## src/rtl/mem_responder.sv

```systemverilog
// Memory-side responder: one read/write request at a time into an internal word RAM.
// Latency: response valid WAIT_CYCLES+1 edges after the accepting edge; one transaction in flight.
// Backpressure: req_ready stays low until the response is taken; the response holds until rsp_ready.
// Optional range check: define MEM_RESPONDER_RANGE_CHECK_EN to flag addresses >= DEPTH via rsp_err.
module mem_responder #(
  parameter int DW          = 16,
  parameter int AW          = 8,
  parameter int DEPTH       = 256,
  parameter int WAIT_CYCLES = 2
) (
  input  logic          CLK,
  input  logic          reset,
  input  logic          req_valid,
  input  logic          req_write,
  input  logic [AW-1:0] req_addr,
  input  logic [DW-1:0] req_wdata,
  output logic          req_ready,
  output logic          rsp_valid,
  input  logic          rsp_ready,
  output logic [DW-1:0] rsp_rdata,
  output logic          rsp_err
);

  localparam int IDXW = (DEPTH > 1) ? $clog2(DEPTH) : 1;

  typedef enum logic [1:0] {
    S_IDLE = 2'd0,
    S_WAIT = 2'd1,
    S_RESP = 2'd2
  } state_t;

  state_t          state_q, state_d;
  logic [3:0]      cnt_q, cnt_d;
  logic            req_ready_q, req_ready_d;
  logic            rsp_valid_q, rsp_valid_d;
  logic [DW-1:0]   rsp_rdata_q, rsp_rdata_d;
  logic            wr_q, wr_d;
  logic [AW-1:0]   addr_q, addr_d;
  logic [DW-1:0]   wdata_q, wdata_d;
  logic            err_q, err_d;

  // RAM is deliberately not reset; only the access step writes it
  logic [DW-1:0]   mem_q [DEPTH];
  logic            mem_we;
  logic [IDXW-1:0] idx;
  logic            oor;

  logic accept;
  logic rsp_fire;

  assign idx      = addr_q[IDXW-1:0];
  assign accept   = (state_q == S_IDLE) && req_valid && req_ready_q;
  assign rsp_fire = (state_q == S_RESP) && rsp_valid_q && rsp_ready;

`ifdef MEM_RESPONDER_RANGE_CHECK_EN
  localparam logic [AW:0] DEPTH_W = (AW+1)'(DEPTH);
  assign oor = ({1'b0, addr_q} >= DEPTH_W);
`else
  // Without the range check the address simply wraps; upper bits are don't-care
  logic unused_addr_hi;
  assign unused_addr_hi = ^addr_q;
  assign oor            = 1'b0;
`endif

  // State and datapath registers; reset discards any in-flight request
  always_ff @(posedge CLK or negedge reset) begin
    if (!reset) begin
      state_q     <= S_IDLE;
      cnt_q       <= '0;
      req_ready_q <= 1'b0;
      rsp_valid_q <= 1'b0;
      rsp_rdata_q <= '0;
      wr_q        <= 1'b0;
      addr_q      <= '0;
      wdata_q     <= '0;
      err_q       <= 1'b0;
    end else begin
      state_q     <= state_d;
      cnt_q       <= cnt_d;
      req_ready_q <= req_ready_d;
      rsp_valid_q <= rsp_valid_d;
      rsp_rdata_q <= rsp_rdata_d;
      wr_q        <= wr_d;
      addr_q      <= addr_d;
      wdata_q     <= wdata_d;
      err_q       <= err_d;
    end
  end

  // RAM write port, fired only on the access step of an in-range write
  always_ff @(posedge CLK) begin
    if (mem_we) begin
      mem_q[idx] <= wdata_q;
    end
  end

  // Next-state: accept -> wait out the counter -> hold response until taken
  always_comb begin
    state_d = state_q;
    case (state_q)
      S_IDLE:  if (accept) state_d = S_WAIT;
      S_WAIT:  if (cnt_q == 4'd0) state_d = S_RESP;
      S_RESP:  if (rsp_fire) state_d = S_IDLE;
      default: state_d = S_IDLE;
    endcase
  end

  // Outputs and datapath: capture on accept, access when the counter expires, release on rsp handshake
  always_comb begin
    cnt_d       = cnt_q;
    req_ready_d = req_ready_q;
    rsp_valid_d = rsp_valid_q;
    rsp_rdata_d = rsp_rdata_q;
    wr_d        = wr_q;
    addr_d      = addr_q;
    wdata_d     = wdata_q;
    err_d       = err_q;
    mem_we      = 1'b0;
    case (state_q)
      S_IDLE: begin
        // Also raises req_ready on the first edge after reset release
        req_ready_d = !accept;
        if (accept) begin
          wr_d    = req_write;
          addr_d  = req_addr;
          wdata_d = req_wdata;
          cnt_d   = 4'(WAIT_CYCLES);
        end
      end
      S_WAIT: begin
        if (cnt_q != 4'd0) begin
          cnt_d = cnt_q - 4'd1;
        end else begin
          mem_we      = wr_q && !oor;
          rsp_valid_d = 1'b1;
          err_d       = oor;
          if (oor) begin
            rsp_rdata_d = '0;
          end else if (wr_q) begin
            rsp_rdata_d = wdata_q;
          end else begin
            rsp_rdata_d = mem_q[idx];
          end
        end
      end
      S_RESP: begin
        if (rsp_fire) begin
          rsp_valid_d = 1'b0;
          err_d       = 1'b0;
          req_ready_d = 1'b1;
        end
      end
      default: begin
        req_ready_d = 1'b0;
        rsp_valid_d = 1'b0;
        err_d       = 1'b0;
      end
    endcase
  end

  assign req_ready = req_ready_q;
  assign rsp_valid = rsp_valid_q;
  assign rsp_rdata = rsp_rdata_q;

`ifdef MEM_RESPONDER_RANGE_CHECK_EN
  assign rsp_err = err_q;
`else
  logic unused_err;
  assign unused_err = err_q ^ err_d;
  assign rsp_err    = 1'b0;
`endif

endmodule

```

## config.mk

```make
export PLATFORM = sky130hd
export DESIGN_NAME = mem_responder
export DESIGN_NICKNAME = d
export VERILOG_FILES = /design/src/rtl/mem_responder.sv
export SDC_FILE = /design/constraint.sdc
export NUM_CORES = 2
export LEC_CHECK = 0
export ABC_AREA = 1
export CAP_MARGIN = 40
export CORE_MARGIN = 1
export CORE_UTILIZATION = 32
export CTS_CLUSTER_SIZE = 30
export DETAILED_ROUTE_END_ITERATION = 8
export PLACE_DENSITY = 0.52
export SYNTH_ARGS = -nofsm -noshare
export SYNTH_HDL_FRONTEND = slang
export SYNTH_SLANG_ARGS = --single-unit
```

## constraint.sdc

```tcl
create_clock -name CLK -period 9.79 [get_ports CLK]
set_input_delay 1.958 -clock CLK [delete_from_list [all_inputs] [get_ports CLK]]
set_output_delay 1.958 -clock CLK [all_outputs]
set_load 0.05 [all_outputs]
```

==> impl_metrics.csv <==
group,metric,value,unit
status,status,"finished, final reports clean",
job,maxCapViolations,0,
timing,fmax,0.189,GHz
pwr,p_clk_frac,0.277,
detailed_routing,first_pass_iters,6,
synth,yosys_warnings,0,
die,die_w,722,um
setup_path,crit_chain,"buf_12 > nand2_1 > inv_8 > buf_12 > buf_12 > nand2_1 > nand3_1 > nand2_1 > nand2_1 > o21ai_1 > nand2_1 > nor2_1 > nor2_1 > nor2_1 > nand2_1 > nand2_1 > nand2_1",
timing,worstMarginPinSlew,1.03,ns
layout,n_fill_cell,49900,
detailed_routing,drt_drc_violations_left,0,
timing,setup_viol,0,
pwr,combPwrFrac,0.328,
synth,netlist_instances,14600,
timing,final-hold-violation-count,0,
pwr,sequentialPowerShare,0.395,
synth,synth.avg_cell_area,11.3,um2
setup_path,critPathMaxStageDelay,0.85,ns
timing,slew_violations,0,
die,die_h,722,um
die,start_util,0.322,
pwr,p_int,34800,uW
layout,fin_cells,22100,
pwr,p_switching,22400,uW
detailed_routing,post_drt_wl_per_cell,23.5,um
grt,grt_max_degree,154,
setup_path,cp.arrival,6.23,ns
place,place_area,177000,um2
timing,post-route-period-util,0.541,
pwr,swShare,0.391,
synth,seq_area_frac_synth,0.750,
detailed_routing,drt_iter0_drc,12100,
layout,drive_above_1_share,0.0731,
clock_network,cts_tree,"yes",
detailed_routing,totalWireLength,520,mm
timing,rsz0062_at_grt,"false",
pwr,ir_drop,0.240,mV
clock_network,cts_inserted_buffers,427,
clock_network,root_buffer,"clkbuf_16",
synth,syn-cell-area,166000,um2
die,core,514000,um2
setup_path,start_kind,"flip-flop",
pwr,p_leak,0.0713,uW
grt,antenna_found_initial,23,
synth,synth-edff-count,4096,
die,ios,48,
setup_path,worstSetupPathType,"flip-flop to flip-flop",
clock_network,cts_resized,0,
synth,ys_seq_elements,4145,
grt,grt_pass1_vias,101000,
timing,setup_tns,0,ns
place,pre_cts_slack,4.60,ns
timing,worst_slack,4.49,ns
detailed_routing,vias,108000,
layout,synthToLayoutAreaGrowth,14.6,%
layout,final_common_cell,"nand2_1",
clock_network,h-tree-depth,5,
place,hpwl,289,mm
pwr,pwr_density_cell,301,nW/um2
layout,fin_nets,14900,
pwr,power,57200,uW
clock_network,post-cts-setup-buffers,0,
min_path,hold_path_class,"flip-flop to flip-flop",
place,port-buffer-count,46,
die,rows,263,
timing,finClkSkew,0.0607,ns
clock_network,path_clk_slew,0.06,ns
clock_network,clock_path_buffers,4,
timing,layout_min_cycle_time,5.30,ns
setup_path,worst_ep_required_time,10.72,ns
place,numPlacedInstances,21300,
synth,synthArstFlopShare,0.0118,
detailed_routing,ant_nets,0,
grt,grt_pass1_wl,743,mm
synth,synthesis.nets,14700,
detailed_routing,vias_per_cell,4.89,
grt,track_usage,0.193,
clock_network,clkLatencyLatePin,1.04,ns
die,die-area,521000,um2
setup_path,endpoint_kind,"flip-flop",
synth,synth-main-ff-cell,"edfxtp_1",
clock_network,holdBufCountCts,0,
layout,final_cell_mix,"nand2_1 (7893), edfxtp_1 (4096), nor2_1 (707)",
setup_path,cp_common_cell,"nand2_1",
synth,ys_types,23,
place,gp_congestion,0.834,
setup_path,worst_path_max_delay_cell,"dfrtp_4",
layout,fin_area,190000,um2
clock_network,clock_sinks,4145,
grt,grt.overflow.total,0,
timing,slew_headroom,0.311,
setup_path,worst-path-max-fanout,120,
-- power by group through the flow --
stage | sequential (uW) | clock, uW | combinational, uW
6_report | 22600 | 15800 | 18800
4_1_cts | 22600 | 16100 | 18800
3_3_place_gp | 23100 | 0 | 18300
2_1_floorplan | 24100 | 0 | 9360
5_1_grt | 22600 | 16700 | 20300
3_5_place_dp | 23000 | 0 | 18700
-- path summary, 6_finish.rpt --
kind	from	endpoint	slack, ns	cells after the start
max	addr_q[0]	rsp_rdata[2]	4.49	17
min	req_ready	req_ready	0.52	2
max reg2reg	addr_q[0]	rsp_rdata[2]	4.49	17
min reg2reg	req_ready	req_ready	0.52	2
max in group asynchronous	reset	addr_q[0]	8.32	3
min in group asynchronous	reset	cnt_q[2]	0.82	2
-- critical path, delay by kind of cell, from the launching register on --
kind | cells | cell delay [ns]
buffers and inverters | 4 | 2.26
DFF | 1 | 0.85
AOI/OAI and AO/OA | 1 | 0.10
and+or+nand+nor | 12 | 1.64
-- kinds of logic after synthesis --
kind of cell	synth area share
fa+ha+maj	0.000151
xor+xnor	0.0000529
buf+inv	0.0193
flops	0.750
other cells	0.0000226
compound gates	0.0164
simple gates	0.214
-- per-stage QoR --
step           utilization  hold slack [ns]
2_1_floorplan            -            0.494
3_3_place_gp         0.341            0.503
3_5_place_dp         0.343            0.511
4_1_cts              0.369            0.526
5_1_grt              0.369            0.574
6_report             0.369            0.523
-- sequential cells by signal (all words and copies together), names as in the netlist, 2 cells and up --
name       cells
cnt_q          4
rsp_rdata     16
mem_q       4096
wdata_q       16
state_q        2
addr_q         8
-- final cells by class --
| cell class | instances | area (um2) | share of cell area |
|---|---|---|---|
| diodes | 5 | 12.5 | 0.0000659 |
| clock buffers | 542 | 11300 | 0.0592 |
| clock inverters | 241 | 2090 | 0.0110 |
| inverters | 40 | 180 | 0.000949 |
| multi-input cells | 9709 | 38500 | 0.203 |
| flip-flops and latches | 4145 | 124000 | 0.654 |
| well taps | 6890 | 8620 | 0.0454 |
| repair buffers | 508 | 5020 | 0.0264 |
-- cells in the mapped netlist (2+ instances only) --
cell / number / share of area
nand2_1: 7911 / 0.18
edfxtp_1: 4096 / 0.74
nor2_1: 740 / 0.017
clkbuf_1: 510 / 0.012
nand4_1: 283 / 0.011
nand3_1: 248 / 0.0075
o21ai_1: 235 / 0.0071
a21oi_1: 177 / 0.0053
buf_2: 174 / 0.0053
buf_1: 67 / 0.0015
o21ai_0: 55 / 0.0017
dfrtp_1: 49 / 0.0074
a22oi_1: 42 / 0.0019
inv_1: 28 / 0.00063
o21bai_1: 9 / 0.00041
inv_2: 7 / 0.00016
clkinv_1: 5 / 0.00011
nor3_2: 3 / 0.00018
buf_4: 2 / 0.000091
ha_1: 2 / 0.00015
nor3_1: 2 / 0.000060
-- routing by layer --
metal	routed length, um	GRT usage	up-vias	part of all wire
li1	-	-	49600	-
met1	229000	0.278	53600	0.44
met2	235000	0.301	3983	0.45
met3	40500	0.0312	693	0.078
met4	15800	0.0552	2	0.030
met5	13	0	-	0.000025
Note: power is estimated with default switching activity, not from simulation.
